--- src/rtl/spi_pkg.sv ---
// Shared types and constants for the SPI word bridge.
package spi_pkg;

  localparam int SPI_WORD_W = 16;

  typedef enum logic {
    IDLE,
    ACTIVE
  } spi_state_t;

  typedef logic [SPI_WORD_W-1:0] spi_word_t;

endpackage

--- src/rtl/sync_edge.sv ---
// Multi-flop synchroniser for an asynchronous pin, with rise/fall detect
// taken from the two most recent synchronised samples.
module sync_edge #(
  parameter int   STAGES  = 2,
  parameter logic RST_VAL = 1'b0
) (
  input  logic clk,
  input  logic rst,
  input  logic din,
  output logic sync,
  output logic rise,
  output logic fall
);

  logic [STAGES-1:0] chain_reg;
  logic              prev_reg;

  always_ff @(posedge clk) begin
    if (rst) begin
      chain_reg <= {STAGES{RST_VAL}};
      prev_reg  <= RST_VAL;
    end else begin
      chain_reg <= {chain_reg[STAGES-2:0], din};
      prev_reg  <= chain_reg[STAGES-1];
    end
  end

  assign sync = chain_reg[STAGES-1];
  assign rise = sync & ~prev_reg;
  assign fall = ~sync & prev_reg;

endmodule

--- src/rtl/spi_word_bridge.sv ---
// SPI mode-0 slave front end: oversamples the SPI pins in the clk domain,
// turns MOSI into a valid-pulsed word stream and serialises tx words on MISO.
module spi_word_bridge
  import spi_pkg::*;
#(
  parameter int DATA_W      = SPI_WORD_W,
  parameter int SYNC_STAGES = 2
) (
  input  logic              clk,
  input  logic              rst,
  input  logic              spi_sck,
  input  logic              spi_cs_n,
  input  logic              spi_mosi,
  output logic              spi_miso,
  output logic [DATA_W-1:0] rx_data,
  output logic              rx_valid,
  input  logic [DATA_W-1:0] tx_data,
  input  logic              tx_valid,
  output logic              tx_ready,
  output logic              frame_err
);

  localparam int              CNT_W    = $clog2(DATA_W);
  localparam logic [CNT_W-1:0] LAST_BIT = CNT_W'(DATA_W - 1);

  logic sck_rise, sck_fall, sck_sync;
  logic cs_sync, cs_rise, cs_fall;
  logic mosi_sync, mosi_rise, mosi_fall;

  sync_edge #(.STAGES(SYNC_STAGES), .RST_VAL(1'b0)) u_sync_sck (
    .clk (clk),
    .rst (rst),
    .din (spi_sck),
    .sync(sck_sync),
    .rise(sck_rise),
    .fall(sck_fall)
  );

  // cs_n chain resets low: after reset a frame already in progress produces
  // no falling edge, so it is ignored until cs_n has actually been seen high.
  sync_edge #(.STAGES(SYNC_STAGES), .RST_VAL(1'b0)) u_sync_cs (
    .clk (clk),
    .rst (rst),
    .din (spi_cs_n),
    .sync(cs_sync),
    .rise(cs_rise),
    .fall(cs_fall)
  );

  sync_edge #(.STAGES(SYNC_STAGES), .RST_VAL(1'b0)) u_sync_mosi (
    .clk (clk),
    .rst (rst),
    .din (spi_mosi),
    .sync(mosi_sync),
    .rise(mosi_rise),
    .fall(mosi_fall)
  );

  logic unused_edges;
  assign unused_edges = sck_sync ^ cs_rise ^ mosi_rise ^ mosi_fall;

  spi_state_t        state_reg;
  logic [CNT_W-1:0]  bit_cnt_reg;
  logic [DATA_W-2:0] rx_shift_reg;
  logic [DATA_W-2:0] tx_shift_reg;   // bits still to send after the one on MISO
  logic [DATA_W-1:0] hold_reg;
  logic              tx_ready_reg;   // doubles as the holding-register empty flag
  logic [DATA_W-1:0] rx_data_reg;
  logic              rx_valid_reg;
  logic              frame_err_reg;
  logic              spi_miso_reg;

  always_ff @(posedge clk) begin
    if (rst) begin
      state_reg     <= IDLE;
      bit_cnt_reg   <= '0;
      rx_shift_reg  <= '0;
      tx_shift_reg  <= '0;
      hold_reg      <= '0;
      tx_ready_reg  <= 1'b1;
      rx_data_reg   <= '0;
      rx_valid_reg  <= 1'b0;
      frame_err_reg <= 1'b0;
      spi_miso_reg  <= 1'b0;
    end else begin
      rx_valid_reg  <= 1'b0;
      frame_err_reg <= 1'b0;

      // A transfer never coincides with a reload of a full register, so the
      // reload below only ever empties a register the bus cannot write.
      if (tx_valid && tx_ready_reg) begin
        hold_reg     <= tx_data;
        tx_ready_reg <= 1'b0;
      end

      case (state_reg)
        IDLE: begin
          bit_cnt_reg  <= '0;
          spi_miso_reg <= 1'b0;
          if (cs_fall) begin
            state_reg <= ACTIVE;
            if (!tx_ready_reg) begin
              tx_shift_reg <= hold_reg[DATA_W-2:0];
              spi_miso_reg <= hold_reg[DATA_W-1];
              tx_ready_reg <= 1'b1;
            end else begin
              tx_shift_reg <= '0;
              spi_miso_reg <= 1'b0;
            end
          end
        end

        ACTIVE: begin
          if (cs_sync) begin
            // cs_n rising wins over any sck edge seen in the same cycle
            state_reg     <= IDLE;
            bit_cnt_reg   <= '0;
            rx_shift_reg  <= '0;
            tx_shift_reg  <= '0;
            spi_miso_reg  <= 1'b0;
            frame_err_reg <= (bit_cnt_reg != '0);
          end else if (sck_rise) begin
            rx_shift_reg <= {rx_shift_reg[DATA_W-3:0], mosi_sync};
            if (bit_cnt_reg == LAST_BIT) begin
              bit_cnt_reg  <= '0;
              rx_data_reg  <= {rx_shift_reg, mosi_sync};
              rx_valid_reg <= 1'b1;
            end else begin
              bit_cnt_reg <= bit_cnt_reg + 1'b1;
            end
          end else if (sck_fall) begin
            if (bit_cnt_reg != '0) begin
              tx_shift_reg <= {tx_shift_reg[DATA_W-3:0], 1'b0};
              spi_miso_reg <= tx_shift_reg[DATA_W-2];
            end else if (!tx_ready_reg) begin
              tx_shift_reg <= hold_reg[DATA_W-2:0];
              spi_miso_reg <= hold_reg[DATA_W-1];
              tx_ready_reg <= 1'b1;
            end else begin
              tx_shift_reg <= '0;
              spi_miso_reg <= 1'b0;
            end
          end
        end

        default: state_reg <= IDLE;
      endcase
    end
  end

  assign spi_miso  = spi_miso_reg;
  assign rx_data   = rx_data_reg;
  assign rx_valid  = rx_valid_reg;
  assign tx_ready  = tx_ready_reg;
  assign frame_err = frame_err_reg;

endmodule

--- config.mk ---
export PLATFORM = sky130hd
export DESIGN_NAME = spi_word_bridge
export DESIGN_NICKNAME = d
export VERILOG_FILES = /design/src/rtl/spi_pkg.sv /design/src/rtl/sync_edge.sv /design/src/rtl/spi_word_bridge.sv
export SDC_FILE = /design/constraint.sdc
export NUM_CORES = 1
export LEC_CHECK = 0
export CAP_MARGIN = 20
export CORE_UTILIZATION = 49
export DETAILED_ROUTE_END_ITERATION = 6
export PLACE_DENSITY_LB_ADDON = 0.2
export SYNTH_ARGS = -nofsm -noshare
export SYNTH_HDL_FRONTEND = slang
export SYNTH_SLANG_ARGS = --single-unit
--- constraint.sdc ---
create_clock -name clk -period 1.6 [get_ports clk]
set_input_delay 0.4 -clock clk [delete_from_list [all_inputs] [get_ports clk]]
set_output_delay 0.4 -clock clk [all_outputs]
set_load 0.03 [all_outputs]
==> run metrics <==
status=complete, no violations; Detail Route Antenna Nets=0; DIE HEIGHT=83.33 µm; Slew Limit Fails=0; total core area=roughly 6300 µm²; design area=4020 µm²; number of diodes=0; antenna violations before repair=0; CP Launch Type=register; worst endpoint required time=1840 ps; CTS Hold Bufs=0; number of flops mapped to enable cells by yosys=0; DRC=0; I/O pin cnt=42; Clk Latency, worst-skew pair=between 300 and 400 ps; CP arrival=~1800 ps; gp weighted congestion=between 0.7 and 0.8; H-tree level count=3; via count=approximately 2.7k; fraction of registers with async set or reset after synthesis=0%; routed len/inst=about 13 µm; die area=6943 µm²; Max Freq=approximately 0.65 GHz; number of port buffers=41; area share of the largest cell type after synthesis=between 40% and 50%; DRT Pass-1 Iters=4; PD cells=957.8 nW/µm²; dpl cells=approximately 480; Clock Path Buffers=2; Post-Route Utilization=between 60% and 70%; # Max-Cap Violations=0; total track usage=~20%; Final Setup Violations=0; TNS Setup=0 ps; crit end category=register; Initial Util=between 50% and 60%; Area Overhead vs Synth=24.05%; Post-Synthesis Cells=roughly 360; Synth warnings=0; unrepaired setup endpoints after global routing=true; Avg Inst Size Synth=~8.9 µm²; relative slew slack=58.94%; Rows=29; fin nets=435; Post-Syn Nets=about 390; ys flop type=dfxtp_1; Via density=5.418; DP HPWL=approximately 4400 µm; Filler Cell Count=554; register bit total from synthesis=~80; clock root cell=clkbuf_8; synth unique cells=40; largest net degree at the start of global routing=33; die width=between 80 and 90 µm; critical path class=reg2reg; top cells by area, synth=dfxtp_1, nand2_1, a21oi_1; CTS tree=yes; post-CTS setup buffer count=0; min-delay worst type=in2reg; Worst-path clk slew=roughly 80 ps; gr ovfl total=0; Leak Pwr=1.525 nW; Non-Filler Instances=493; Tmin final=~1500 ps; CTS Buf Count=9; CTS sink cnt=roughly 80; crit share post-route=95.46%; Area after DPL=roughly 3800 µm²; number of global-route vias before repair=roughly 2.5k; peak supply drop=around 0.58 mV; Yosys top cell by area=dfxtp_1; sequential share of the synthesized area=between 40% and 50%; clock skew=8.629 ps; first-pass GRT wire length=11450 µm; WL final=6510 µm; Fin. Hold Viols=0; Crit Path Max Fanout=17; share of cells above drive strength 1=between 10% and 20%; Iter 0 DRT Violations=132; Mapped Area=around 3200 µm²; worst-margin pin slew=approximately 600 ps; hold slack=257.5 ps
[cell families (layout without fill, tap and decap cells)]
| kind of cell | after synthesis | after routing | synth area share [%] |
|---|---|---|---|
| and+or+nand+nor | 147 | 147 | 22.05 |
| xor gates and xnor gates | 2 | 2 | 0.5406 |
| DFF | 79 | 79 | 48.80 |
| buffers and inverters | 31 | 84 | 5.598 |
| AOI/OAI and AO/OA | 86 | 86 | 17.30 |
| adders and majority gates | 2 | 2 | 0.7721 |
| muxes | 16 | 16 | 4.942 |
[layout by cell type (no fill, tap or decap), types with 2 or more instances in the layout]
| cell type | instances |
|---|---|
| nor3_1 | 5 |
| inv_6 | 3 |
| buf_4 | 21 |
| nor2_1 | 43 |
| o21ai_0 | 7 |
| buf_6 | 3 |
| a22oi_1 | 15 |
| nand2_1 | 56 |
| a21o_1 | 9 |
| dfxtp_2 | 2 |
| clkdlybuf4s50_1 | 20 |
| clkinv_4 | 2 |
| a21oi_1 | 33 |
| inv_2 | 2 |
| a211oi_2 | 5 |
| clkbuf_8 | 9 |
| nand3b_1 | 15 |
| dlygate4sd2_1 | 19 |
| a211oi_1 | 6 |
| dfxtp_1 | 77 |
| mux2i_1 | 16 |
| o211ai_1 | 5 |
| nand2b_1 | 6 |
| and2b_1 | 2 |
| nor2b_1 | 9 |
[timing repair]
action / CTS / global route
resized for setup: 22 / 17
setup endpoints to repair: 40 / 16
pin swaps: 0 / 6
[Yosys cell counts (2+ instances only)]
cell,number
a21o_1,9
nor2b_1,9
dfxtp_1,79
nor3_1,5
a22oi_1,15
nor2_1,44
buf_6,2
o211ai_1,5
ha_1,2
clkbuf_1,16
buf_4,3
a21oi_1,33
buf_2,5
a211oi_1,11
mux2i_1,16
nand3b_1,15
nand2b_1,6
inv_1,3
buf_12,2
nand2_1,56
o21ai_0,7
and2b_1,2
[path summary, 6_finish.rpt]
check        depth (start not counted)              startpoint                      to  slack, ps
max                                  4               state_reg             rx_data[11]         70
min                                  2                     rst      u_sync_cs.prev_reg        260
min reg2reg                          1  u_sync_cs.chain_reg[0]  u_sync_cs.chain_reg[1]        440
max reg2reg                          4               state_reg             rx_data[11]         70
[metrics by stage]
step / setup WS, ps / power (W)
floorplan: 104.9 / 0.002259
global placement: -1.171 / 0.002374
detailed placement: -72.52 / 0.002380
CTS: 44.83 / 0.003878
global route: 1.572 / 0.004010
finish: 72.56 / 0.003851
[worst max-delay path, stage by stage, from the launching register on]
cell and delay (ps):
dfxtp_1 420, and4bb_1 250, and4_4 440, mux2i_1 240
nor2_1 60
[power by group]
part | leakage, nW | switching (W) | internal, W
Sequential | 0.642 | 0.0000394 | 0.00202
Combinational | 0.779 | 0.000146 | 0.000142
Clock | 0.105 | 0.000769 | 0.000739
[layout make-up]
cell class                      instances  area, µm²  area share [%]
Clock buffer                            9      123.9           3.081
Sequential cell                        79       1584           39.40
Clock inverter                          7      78.83           1.961
Multi-Input combinational cell        253       1543           38.38
Tap cell                               77      96.34           2.397
Timing Repair Buffer                   65      583.1           14.50
Inverter                                3      11.26          0.2801
[metal layers]
layer / GRT usage, % / part of all wire [%]
met5: 0 / 0
met4: 8.934 / 1.8
met3: 5.368 / 4.0
met2: 31.07 / 46
met1: 27.38 / 48
Power figures use the tool's default switching activity.
==> RTL change 1, RTL diff (same settings) <==
`RST_VAL` is set to 1'b0 in 4 places; all go to 1'b1.
--- a/src/rtl/sync_edge.sv
+++ b/src/rtl/sync_edge.sv
@@ -2,7 +2,7 @@
 // taken from the two most recent synchronised samples.
 module sync_edge #(
   parameter int   STAGES  = 2,
-  parameter logic RST_VAL = 1'b0
+  parameter logic RST_VAL = 1'b1
 ) (
   input  logic clk,
   input  logic rst,
--- a/src/rtl/spi_word_bridge.sv
+++ b/src/rtl/spi_word_bridge.sv
@@ -27,7 +27,7 @@
   logic cs_sync, cs_rise, cs_fall;
   logic mosi_sync, mosi_rise, mosi_fall;
 
-  sync_edge #(.STAGES(SYNC_STAGES), .RST_VAL(1'b0)) u_sync_sck (
+  sync_edge #(.STAGES(SYNC_STAGES), .RST_VAL(1'b1)) u_sync_sck (
     .clk (clk),
     .rst (rst),
     .din (spi_sck),
@@ -38,7 +38,7 @@
 
   // cs_n chain resets low: after reset a frame already in progress produces
   // no falling edge, so it is ignored until cs_n has actually been seen high.
-  sync_edge #(.STAGES(SYNC_STAGES), .RST_VAL(1'b0)) u_sync_cs (
+  sync_edge #(.STAGES(SYNC_STAGES), .RST_VAL(1'b1)) u_sync_cs (
     .clk (clk),
     .rst (rst),
     .din (spi_cs_n),
@@ -47,7 +47,7 @@
     .fall(cs_fall)
   );
 
-  sync_edge #(.STAGES(SYNC_STAGES), .RST_VAL(1'b0)) u_sync_mosi (
+  sync_edge #(.STAGES(SYNC_STAGES), .RST_VAL(1'b1)) u_sync_mosi (
     .clk (clk),
     .rst (rst),
     .din (spi_mosi),
Behaviour: not the same (Yosys sat finds a counterexample within 4 cycles, from zero or initial values and one cycle with rst high).
==> RTL change 1 against the original RTL <==
Total power up 0.41%. Combinational power down 1%. Synthesized area down 1.9%. Sequential cell count unchanged. Wire length up 8.7%. Final area up 1.8%. Count of clock-buffer cells in the layout up 1. Hold slack better by 160 ps. Die area down 1.8%. Worst setup slack worse by 30 ps. First-iteration DRC count up 55%. Maximum frequency down 1.9%. Critical path type is now reg -> out.
==> RTL change 1: results (changes against the original RTL) <==
Outcome = completed (unchanged)
Most frequent cells after synthesis = dfxtp_1 (79), nand2_1 (59), nor2_1 (43), a21oi_1 (33), clkbuf_1 (21) (was dfxtp_1 (79), nand2_1 (56), nor2_1 (44), a21oi_1 (33))
Worst R2R Start = u_sync_cs.chain_reg[1]$_SDFF_PP1_ (was state_reg$_SDFF_PP0_)
Top post-synthesis cells by area = dfxtp_1 (50%), nand2_1 (7.0%), a21oi_1 (5.2%) (was dfxtp_1 (49%), nand2_1 (6.5%), a21oi_1 (5.1%))
Leakage = 1.580 nW (was 1.525 nW)
Largest net degree at the start of global routing = 26 (was 33)
Synthesized Nets = 390 (was 387)
Reg2reg setup slack = 100 ps (was 70 ps)
Post-synthesis sequential area ratio = 49.72% (was 48.80%)
Ys Warns = 0 (unchanged)
I/O Buffers = 41 (unchanged)
Synth async-reset ratio = 0% (unchanged)
TritonCTS Buffers = 9 (unchanged)
Initial DRC Count = 204 (was 132)
Met3 GRT Util = 6.264% (was 5.368%)
CTS clock-pin slew for the worst setup and hold paths = 90 ps
WL final = 7.074 mm (was 6.510 mm)
Peak supply drop = 551.6 µV (was 581.8 µV)
Hold Crit Class = reg -> reg (was in -> reg)
Layout cell share with drive strength beyond 1 = 17.95% (was 14.66%)
Post-synthesis cell count = 366 (was 363)
Routing usage on met1 = 32.88% (was 27.38%)
Initial antenna violation count = 0 (unchanged)
Worst skew pair latency = 360 ps (about the same)
Reg2reg end = tx_shift_reg[12]$_SDFFE_PP0P_ (was rx_data[11]$_SDFFE_PP0P_)
Inst Count DP = 485 (was 477)
Total track usage = 23.11% (was 20.44%)
Yosys cell types = 37 (was 40)
Number of global-route vias before repair = 2483 (was 2464)
Largest delay contributor family on the critical path = buffers and inverters (was simple AND/OR/NAND/NOR gates)
Slowest library cell on the worst path = dlygate4sd2_1 (was and4_4)
Ant. Diodes = 0 (unchanged)
Hold Crit Start = u_sync_mosi.chain_reg[0]$_SDFF_PP1_ (was rst)
Critical path's largest stage delay = 430 ps
Crit path DAT = 1160 ps (was 1770 ps)
Max Fanout on Critical Path = 2 (was 17)
Clk Tree Root Cell = clkbuf_8 (unchanged)
Worst-Margin Slew = 438.5 ps (was 615.8 ps)
Final Wtd Congestion = 0.8771 (was 0.7312)
Maximum root-to-sink buffer count = 2 (unchanged)
Cell-internal power = 2.926 mW (was 2.897 mW)
CP startpoint = spi_miso$_SDFFE_PP0P_ (was state_reg$_SDFF_PP0_)
Vias per cell = 5.373 (was 5.418)
GR Util met2 = 33.31% (was 31.07%)
Reg2reg path depth = 6 (was 4)
Synth Flop Type = dfxtp_1 (unchanged)
Post-placement cell area = 3817 µm² (was 3762 µm²)
Htree depth = 3 (unchanged)
Number of enable flip-flop cells after synthesis = 0 (unchanged)
Worst setup endpoint = spi_miso (was rx_data[11]$_SDFFE_PP0P_)
First-pass GRT wire length = 11.76 mm (was 11.45 mm)
Wire per inst = 14.04 µm (was 13.20 µm)
Final Net Count = 448 (was 435)
Dpl hpwl = 4.674 mm (was 4.361 mm)
Worst clock skew = 9.698 ps (was 8.629 ps)
-- RTL change 1: cells by family after synthesis --
family | count (synthesis) | share of synthesized area (%)
AO/OA/AOI/OAI | 86 | 16.99
flip-flops | 79 | 49.72
adder cells (fa/ha/maj) | 2 | 0.7867
AND/OR/NAND/NOR | 150 | 22.42
multiplexers | 16 | 5.035
XOR/XNOR | 2 | 0.5508
buffers and inverters | 31 | 4.484
-- RTL change 1: cell type report --
type | instances | area [µm²]
multi-input combinational | 256 | 1525
sequential | 79 | 1587
timing repair buffer | 75 | 671.9
fill | 509 | 2002
tap | 75 | 93.84
clock buffer | 10 | 137.6
clock inverter | 6 | 67.56
inverter | 3 | 11.26
-- RTL change 1: per-layer routing --
metal	vias up	share of wire, %
met2	48	45
met5	-	0
li1	1368	-
met4	0	1.2
met1	1285	50
met3	7	3.8
-- RTL change 1: through the flow --
stage | hold WS [ps] | worst slack [ps]
6_report | 412.6 | 42.93
3_5_place_dp | 394.9 | 6.257
3_3_place_gp | 391.5 | 50.11
5_1_grt | 434.3 | 0.6112
2_1_floorplan | 389.5 | 9.434
4_1_cts | 413.7 | 36.97
-- RTL change 1: power groups by stage --
stage | sequential, mW | clock (mW) | combinational [mW]
2_1_floorplan | 2.08 | 0 | 0.157
3_3_place_gp | 2.10 | 0 | 0.271
3_5_place_dp | 2.10 | 0 | 0.275
4_1_cts | 2.05 | 1.56 | 0.276
5_1_grt | 2.06 | 1.65 | 0.314
6_report | 2.05 | 1.53 | 0.284
-- RTL change 1: worst min-delay path by stage --
stage / to / slack, ps / cells past startpoint
CTS: u_sync_mosi.chain_reg[1]$_SDFF_PP1_ / 410 / 1
detailed placement: u_sync_mosi.chain_reg[1]$_SDFF_PP1_ / 390 / 1
global route: u_sync_sck.chain_reg[1]$_SDFF_PP1_ / 430 / 1
finish: u_sync_mosi.chain_reg[1]$_SDFF_PP1_ / 410 / 1
floorplan: u_sync_cs.chain_reg[1]$_SDFF_PP1_ / 390 / 1
global placement: u_sync_mosi.chain_reg[1]$_SDFF_PP1_ / 390 / 1
-- RTL change 1: what timing repair did --
action,CTS,global route
setup endpoints to repair,32,30
resized for setup,21,18
pin swaps,1,6
hold buffers,0,0
gates cloned,0,1
buffers inserted,0,2
==> RTL change 2, RTL diff (config.mk and constraints unchanged) <==
Without the edit above. Make the reset (`rst`) asynchronous in 2 clocked blocks.
--- a/src/rtl/sync_edge.sv
+++ b/src/rtl/sync_edge.sv
@@ -15,7 +15,7 @@
   logic [STAGES-1:0] chain_reg;
   logic              prev_reg;
 
-  always_ff @(posedge clk) begin
+  always_ff @(posedge clk or posedge rst) begin
     if (rst) begin
       chain_reg <= {STAGES{RST_VAL}};
       prev_reg  <= RST_VAL;
--- a/src/rtl/spi_word_bridge.sv
+++ b/src/rtl/spi_word_bridge.sv
@@ -70,7 +70,7 @@
   logic              frame_err_reg;
   logic              spi_miso_reg;
 
-  always_ff @(posedge clk) begin
+  always_ff @(posedge clk or posedge rst) begin
     if (rst) begin
       state_reg     <= IDLE;
       bit_cnt_reg   <= '0;
Formal check against the unedited RTL: differs if rst is asserted again (counterexample within 4 cycles, from zero or initial values and one cycle with rst high); with rst held inactive, the same outputs for 10 cycles.
==> RTL change 2 against the original RTL <==
Wire length is 7.3% higher. Die area grew 5.4%. Final area rose by 7.5%. Worst setup slack got worse by 43 ps. Count of clock-buffer cells in the layout rose by 2. Synthesized area rose by 5.5%. First-iteration DRC count rose by 47%. Sequential cell count unchanged.
Power is not compared: it rests on default switching activity, and its combinational part moved more than twofold at a synthesized area within 25%.
==> RTL change 2: results (changes against the original RTL) <==
Number of global-route vias before repair = 2404 (was 2464)
Hold Crit Class = reg -> reg (was in -> reg)
Final Wtd Congestion = 0.7681 (was 0.7312)
Fillers = 534 (was 554)
Worst rel slew slack = 59.65% (was 58.94%)
Largest net degree at the start of global routing = 35 (was 33)
Top post-synthesis cells by area = dfrtp_1 (57%), mux2_2 (7.9%), a22o_1 (4.4%) (was dfxtp_1 (49%), nand2_1 (6.5%), a21oi_1 (5.1%))
Post-synthesis sequential area ratio = 57.85% (was 48.80%)
Initial DRC Count = 194 (was 132)
Worst skew pair latency = 350 ps
Layout cell share with drive strength beyond 1 = 28.40% (was 14.66%)
Cells on Worst Hold Path = 0 (was 2)
WL final = 6.986 mm (was 6.510 mm)
Max Fanout on Critical Path = 13 (was 17)
Outcome = completed (unchanged)
Synth Flop Type = dfrtp_1 (was dfxtp_1)
Post-placement cell area = 4045 µm² (was 3762 µm²)
Final Net Count = 350 (was 435)
Synth async-reset ratio = 100.0% (was 0%)
Peak supply drop = 629.8 µV
First-pass GRT wire length = 11.43 mm (was 11.45 mm)
Most frequent cells after synthesis = dfrtp_1 (78), nand3_1 (28), mux2_2 (24), a22o_1 (17), inv_1 (17) (was dfxtp_1 (79), nand2_1 (56), nor2_1 (44), a21oi_1 (33))
Post-synthesis cell count = 266 (was 363)
Drt first pass iters = 6 (was 4)
Total track usage = 20.00% (was 20.44%)
Leakage = 1.981 nW
Worst clock skew = 8.212 ps (was 8.629 ps)
Synthesized Nets = 290 (was 387)
Wire per inst = 17.00 µm (was 13.20 µm)
Critical path's largest stage delay = 420 ps (was 440 ps)
Vias = 2461 (was 2671)
Crit path DAT = 1800 ps (was 1770 ps)
Slowest library cell on the worst path = dfrtp_1 (was and4_4)
Multi-input logic area = 1335 µm² (was 1543 µm²)
Yosys cell types = 41 (was 40)
Dpl hpwl = 4.621 mm (was 4.361 mm)
Inst Count DP = 391 (was 477)
RTL change 2: cell count changes after synthesis, moves of 17 or more:
cell	unedited run	this run
dfxtp_1	79	0
nand3_1	1	28
a22o_1	0	17
nor2_1	44	7
a21oi_1	33	3
nand2_1	56	1
mux2_2	0	24
dfrtp_1	0	78
RTL change 2: cell families after synthesis:
logic type / Yosys count / synth area share [%]
and+or+nand+nor: 57 / 9.696
DFF: 79 / 57.85
muxes: 34 / 12.15
adders and majority gates: 2 / 0.7317
AOI/OAI and AO/OA: 53 / 13.43
xor gates and xnor gates: 2 / 0.5124
buffers and inverters: 39 / 5.635
RTL change 2: final cells by class:
| cell class | instances | share of cell area (%) |
|---|---|---|
| clock buffer | 11 | 3.039 |
| clock inverter | 5 | 1.360 |
| inverter | 17 | 1.563 |
| multi-input combinational | 150 | 30.88 |
| tap | 80 | 2.315 |
| timing repair buffer | 69 | 15.08 |
| sequential | 79 | 45.76 |
RTL change 2: layer usage:
metal  global-route usage [%]  wire, µm  vias up
li1                         -         -     1123
met2                    31.78      3379       72
met1                    26.93      3172     1253
met5                        0         0        -
met4                    9.545       168        0
met3                    3.465       265       13
RTL change 2: stage by stage:
step	power, mW	TNS (ps)	hold slack (ps)
2_1_floorplan	3.249	-263.1	331.2
6_report	5.019	0	346.3
3_5_place_dp	3.600	-1614	340.3
3_3_place_gp	3.545	-580.7	335.2
4_1_cts	5.058	0	355.1
5_1_grt	5.291	-196.4	356.5
RTL change 2: path summary, 6_finish.rpt:
path                                                  start  slack (ps)                               end
hold / removal             u_sync_cs.chain_reg[0]$_DFF_PP0_         350  u_sync_cs.chain_reg[1]$_DFF_PP0_
setup reg to reg           u_sync_cs.chain_reg[1]$_DFF_PP0_          30            rx_data[9]$_DFFE_PP0P_
max in group asynchronous                               rst         740                tx_ready$_DFF_PP1_
setup / recovery           u_sync_cs.chain_reg[1]$_DFF_PP0_          30            rx_data[9]$_DFFE_PP0P_
hold reg to reg            u_sync_cs.chain_reg[0]$_DFF_PP0_         350  u_sync_cs.chain_reg[1]$_DFF_PP0_
min in group asynchronous                               rst         370           rx_data[13]$_DFFE_PP0P_
RTL change 2: worst max-delay path: cells and delay by family, from the launching register on:
kind	cells	cell delay [ps]
buffers and inverters	1	150
AND/OR/NAND/NOR	2	550
multiplexers	1	330
flip-flops	1	420
RTL change 2: timing repair:
action	4_1_cts	5_1_grt
buffers inserted	2	0
cloned	0	2
resized for setup	24	11
pin swaps	2	9
endpoints found under the setup margin	65	24
RTL change 2: power by group through the flow:
stage                     Sequential [mW]  Combinational (mW)  Clock, mW
after detailed placement             2.68               0.924          0
after floorplan                      2.61               0.637          0
after global routing                 2.70                1.03       1.56
after global placement               2.66               0.889          0
final                                2.65               0.944       1.43
after CTS                            2.64               0.937       1.48
